`src/rtl/iiitb_wm_plant.sv`:
```
// iiitb_wm_plant
// Cycle-based plant and sensor model for the washing machine controller.
// It takes the controller's actuator outputs and returns the sensor and
// timeout inputs the controller expects. It also latches the first unsafe
// actuator combination it sees.
//
// Ports:
//   clk, reset            rising-edge clock, synchronous active-high reset
//   door_lock             door locked by controller
//   motor_on              drum motor running
//   fill_value_on         inlet valve open
//   drain_value_on        drain valve open
//   soap_wash, water_wash wash / rinse phase flags
//   done                  controller cycle complete (clears timers)
//   filled, drained       registered level == LEVEL_MAX / level == 0
//   detergent_added       sticky until done
//   cycle_timeout         agitation time elapsed
//   spin_timeout          spin time elapsed, sticky until done
//   water_level           current level, in fill steps
//   fault, fault_code     sticky fault flag and first cause
//                         (0 none, 1 door, 2 valve conflict, 3 overflow)
module iiitb_wm_plant #(
  parameter int LW          = 4,
  parameter int LEVEL_MAX   = 8,
  parameter int DET_CYCLES  = 3,
  parameter int WASH_CYCLES = 10,
  parameter int SPIN_CYCLES = 6,
  parameter int OVF_LIMIT   = 4
) (
  input  logic          clk,
  input  logic          reset,
  input  logic          door_lock,
  input  logic          motor_on,
  input  logic          fill_value_on,
  input  logic          drain_value_on,
  input  logic          soap_wash,
  input  logic          water_wash,
  input  logic          done,
  output logic          filled,
  output logic          drained,
  output logic          detergent_added,
  output logic          cycle_timeout,
  output logic          spin_timeout,
  output logic [LW-1:0] water_level,
  output logic          fault,
  output logic [1:0]    fault_code
);

  localparam int DCW = $clog2(DET_CYCLES + 1);
  localparam int WCW = $clog2(WASH_CYCLES + 1);
  localparam int SCW = $clog2(SPIN_CYCLES + 1);
  localparam int OCW = $clog2(OVF_LIMIT + 1);

  logic [LW-1:0]  level_nxt;
  logic [DCW-1:0] det_cnt, det_cnt_nxt;
  logic [WCW-1:0] wash_cnt, wash_cnt_nxt;
  logic [SCW-1:0] spin_cnt, spin_cnt_nxt;
  logic [OCW-1:0] ovf_cnt, ovf_cnt_nxt;
  logic           soap_q, water_q;
  logic           det_run, wash_run, spin_run, ovf_run, phase_chg;
  logic [1:0]     fault_cause;

  // Level: fill and drain together cancel out; both ends saturate.
  always_comb begin
    level_nxt = water_level;
    if (fill_value_on && !drain_value_on) begin
      if (water_level != LW'(LEVEL_MAX)) level_nxt = water_level + LW'(1);
    end else if (drain_value_on && !fill_value_on) begin
      if (water_level != '0) level_nxt = water_level - LW'(1);
    end
  end

  // Counter run conditions use the registered filled/drained flags, i.e. the
  // sensor state the controller is currently seeing.
  always_comb begin
    det_run   = soap_wash && filled && !drain_value_on;
    wash_run  = motor_on && filled && !drain_value_on && (soap_wash ^ water_wash);
    phase_chg = (soap_wash != soap_q) || (water_wash != water_q);
    spin_run  = motor_on && drain_value_on && drained;
    ovf_run   = fill_value_on && filled;
  end

  // Saturating counters; done clears the three process timers but not the
  // overflow watchdog, which belongs to fault detection.
  always_comb begin
    det_cnt_nxt = '0;
    if (!done && det_run)
      det_cnt_nxt = (det_cnt == DCW'(DET_CYCLES)) ? det_cnt : det_cnt + DCW'(1);

    wash_cnt_nxt = '0;
    if (!done && wash_run && !phase_chg)
      wash_cnt_nxt = (wash_cnt == WCW'(WASH_CYCLES)) ? wash_cnt : wash_cnt + WCW'(1);

    spin_cnt_nxt = '0;
    if (!done && spin_run)
      spin_cnt_nxt = (spin_cnt == SCW'(SPIN_CYCLES)) ? spin_cnt : spin_cnt + SCW'(1);

    ovf_cnt_nxt = '0;
    if (ovf_run)
      ovf_cnt_nxt = (ovf_cnt == OCW'(OVF_LIMIT)) ? ovf_cnt : ovf_cnt + OCW'(1);
  end

  // Highest-priority fault cause present this cycle.
  always_comb begin
    fault_cause = 2'd0;
    if ((motor_on || fill_value_on) && !door_lock)
      fault_cause = 2'd1;
    else if (fill_value_on && drain_value_on)
      fault_cause = 2'd2;
    else if (ovf_cnt_nxt == OCW'(OVF_LIMIT))
      fault_cause = 2'd3;
  end

  always_ff @(posedge clk) begin
    if (reset) begin
      water_level     <= '0;
      filled          <= 1'b0;
      drained         <= 1'b0;
      det_cnt         <= '0;
      wash_cnt        <= '0;
      spin_cnt        <= '0;
      ovf_cnt         <= '0;
      soap_q          <= 1'b0;
      water_q         <= 1'b0;
      detergent_added <= 1'b0;
      cycle_timeout   <= 1'b0;
      spin_timeout    <= 1'b0;
      fault           <= 1'b0;
      fault_code      <= 2'd0;
    end else begin
      water_level <= level_nxt;
      filled      <= (level_nxt == LW'(LEVEL_MAX));
      drained     <= (level_nxt == '0);
      det_cnt     <= det_cnt_nxt;
      wash_cnt    <= wash_cnt_nxt;
      spin_cnt    <= spin_cnt_nxt;
      ovf_cnt     <= ovf_cnt_nxt;
      soap_q      <= soap_wash;
      water_q     <= water_wash;

      detergent_added <= !done && (detergent_added || (det_cnt_nxt == DCW'(DET_CYCLES)));
      spin_timeout    <= !done && (spin_timeout || (spin_cnt_nxt == SCW'(SPIN_CYCLES)));

      if (done || drain_value_on)
        cycle_timeout <= 1'b0;
      else if (wash_cnt_nxt == WCW'(WASH_CYCLES))
        cycle_timeout <= 1'b1;

      if (!fault && fault_cause != 2'd0) begin
        fault      <= 1'b1;
        fault_code <= fault_cause;
      end
    end
  end

endmodule

```
`config.mk`:
```
export PLATFORM = sky130hd
export DESIGN_NAME = iiitb_wm_plant
export DESIGN_NICKNAME = d
export VERILOG_FILES = /design/src/rtl/iiitb_wm_plant.sv
export SDC_FILE = /design/constraint.sdc
export NUM_CORES = 1
export LEC_CHECK = 0
export BUFFER_PORTS_ARGS = -buffer_cell sky130_fd_sc_hd__buf_2
export CORE_MARGIN = 2
export CORE_UTILIZATION = 35
export CTS_CLUSTER_SIZE = 28
export DETAILED_ROUTE_END_ITERATION = 10
export GPL_TIMING_DRIVEN = 0
export SLEW_MARGIN = 20
export SYNTH_ARGS = -nofsm -noshare
export SYNTH_HDL_FRONTEND = slang
export SYNTH_SLANG_ARGS = --single-unit
export TNS_END_PERCENT = 20
```
`constraint.sdc`:
```
create_clock -name clk -period 3 [get_ports clk]
set_input_delay 0.15 -clock clk [delete_from_list [all_inputs] [get_ports clk]]
set_output_delay 0.15 -clock clk [all_outputs]
set_load 0.01 [all_outputs]
```
==> flow_summary.ini <==
[cts]
cts_tree = built
cts.repair.resized = 0
ctsHtreeMaxLevel = 1
post-cts-setup-buffer-count = 0
cts_made_buffers = 3
cts_buffer_depth = 2
clk-insertion-delay-late_ns = 0.26
cts_sinks = 26
hold_buffers = 0
root_buffer = clkbuf_8
clkTransAtPathRegs_ns = 0.09

[layout]
drive_gt1_share_pct = 16.5
final_core_util_pct = 42.7
antennaDiodeCount = 0
nNetsFinal = 200
fillCellCount = 372
syn_to_final_growth_pct = 15.3

[worst_hold_path]
min_from = water_wash
hp-class = in2reg
hold_path_end = water_q
hold_depth = 2

[timing]
setup_viol = 0
post-route-period-util_pct = 60.5
worst_clock_skew_ns = 0.00170
grt_setup_unrepaired = no
fmax_mhz = 551
layout_min_cycle_time_ns = 1.82
fin_hold_ws_ns = 0.122
finalSetupTns_ns = 0
tightest_slew_ns = 0.402
fin_ws_ns = 1.18
relSlewSlack_pct = 73.2
final_max_slew_viol_count = 0
hold_viol_final = 0

[worst_setup_path]
r2r_slack_ns = 1.18
endpoint_kind = flip-flop
worstSetupStartpoint = water_level[1]
worstPathArrival_ns = 2.00
path_max_fanout = 6
r2r-start = water_level[1]
required_ns = 3.18
path_class = reg2reg
r2r_end = drained
r2r_cells = 6
startpoint_type = flip-flop

[yosys]
synth_ff_type = dfxtp_1
syn_inst = 159
syn_avg_cell_area_um2 = 8.65
ys.warnings.count = 0
yosysMostFrequentCell = dfxtp_1
ys_seq_area_share_pct = 37.9
syn_nets = 176
synth_area_leaders = dfxtp_1 (38%), ha_1 (7.3%), nor2_1 (4.4%)
synth_top_cells_by_count = dfxtp_1 (26), nor2_1 (16), inv_1 (11)
async_flop_share_pct = 0
synth_top_area_cell = dfxtp_1
synth_top_area_share_pct = 37.9
ys_types = 47
syn_area_um2 = 1380
synth-seq-cells = 26
synth-edff-count = 0

[detailed_routing]
vias = 1236
via_per_inst = 5.37
route.met3.wl_um = 91
drt-initial-drc-count = 36
wl_um = 2960
met2_length_um = 1480
met1_length_um = 1360
topRoutingLayerUsed = met4
wl_per_cell_um = 12.9
drc = 0
first_pass_iters = 4
antenna_left = 0

[power_and_ir_drop]
leakagePower_nw = 0.660
power.density_nw_per_um2 = 453
worst_ir_drop_vdd_mv = 0.207
finalPower_uw = 717

[floorplan]
die_h_um = 66.7
num_io_pins = 21
row_count = 22
core_region_area_um2 = 3720
dieArea_um2 = 4450
start_util_pct = 37.0
dieWidth_um = 66.7

[placement]
dp_hpwl_um = 2320
pre_cts_slack_ns = 1.21
port_buffers = 19
gp_congestion = 0.796

[grt]
track_usage_pct = 14.6
gr-total-overflow = 0
grt_pass1_wl_um = 5060
grt_start_max_net_pins = 15
antenna_found_initial = 0
first_global_vias = 1205

[job]
drv_cap = 0

[outcome]
status = finished, final reports clean
[logic make-up (layout without fill, tap and decap cells)]
family / after synthesis / count (layout) / synth area share [%]
compound gates: 32 / 32 / 16.2
xor+xnor: 3 / 3 / 1.91
fa+ha+maj: 8 / 8 / 7.28
buf+inv: 16 / 39 / 4.73
flops: 26 / 26 / 37.9
mux: 1 / 1 / 1.09
simple gates: 73 / 73 / 30.9
[stage by stage]
step                std cells  cell area [um^2]
global route              230              1590
floorplan                 159              1380
CTS                       230              1590
finish                    230              1590
detailed placement        226              1530
global placement          226              1530
[flip-flops by register name (all words and copies together), names as in the netlist]
register	flops
soap_q	1
fault_code	2
filled	1
detergent_added	1
spin_timeout	1
cycle_timeout	1
det_cnt	2
water_level	4
drained	1
spin_cnt	3
fault	1
ovf_cnt	3
water_q	1
wash_cnt	4
[layout make-up]
class                   instances  area (um^2)  share of cell area (%)
repair buffers                 19         95.1                    6.00
inverters                      11         41.3                    2.60
clock buffers                   4         55.1                    3.47
flip-flops and latches         26          520                    32.8
multi-input cells             117          790                    49.8
well taps                      48         60.1                    3.79
plain buffers                   5         23.8                    1.50
[cell usage in the layout, fill, tap and decap left out, drive strengths merged, types with 2 or more instances in the layout]
cell type,n
buf,22
ha,8
o21ai,4
nor3b,4
nand3b,4
nor4,2
nand4,3
a21oi,9
inv,11
nor2b,6
nor4bb,3
a31oi,2
and2,2
o211a,2
nand2b,4
o21a,2
nor3,7
nand2,10
o211ai,3
nand3,5
nor2,16
dfxtp,26
nand4b,2
clkbuf,6
xor2,2
[layer usage]
metal / GRT usage [%] / vias up
met5: 0 / -
met4: 7.14 / 0
met3: 2.03 / 2
met2: 26.8 / 20
met1: 16.4 / 597
li1: - / 617
[worst max path at each step]
stage | depth (start not counted) | to
floorplan | 6 | drained
global placement | 6 | drained
detailed placement | 6 | drained
CTS | 6 | drained
global route | 6 | filled
finish | 6 | drained
[where the power goes]
part	leakage, nW	internal [mW]	total, mW	switching, mW
sequential	0.211	0.359	0.376	0.0169
combinational	0.420	0.0539	0.120	0.0660
clock	0.0288	0.117	0.222	0.105
[critical path, cell delays in order, from the launching register on]
cell     delay, ns
dfxtp_1       0.39
inv_1         0.13
ha_1          0.25
nor3_1        0.07
mux2_4        0.28
a221o_1       0.36
nor4_2        0.26
(Power assumes the default switching activity.)
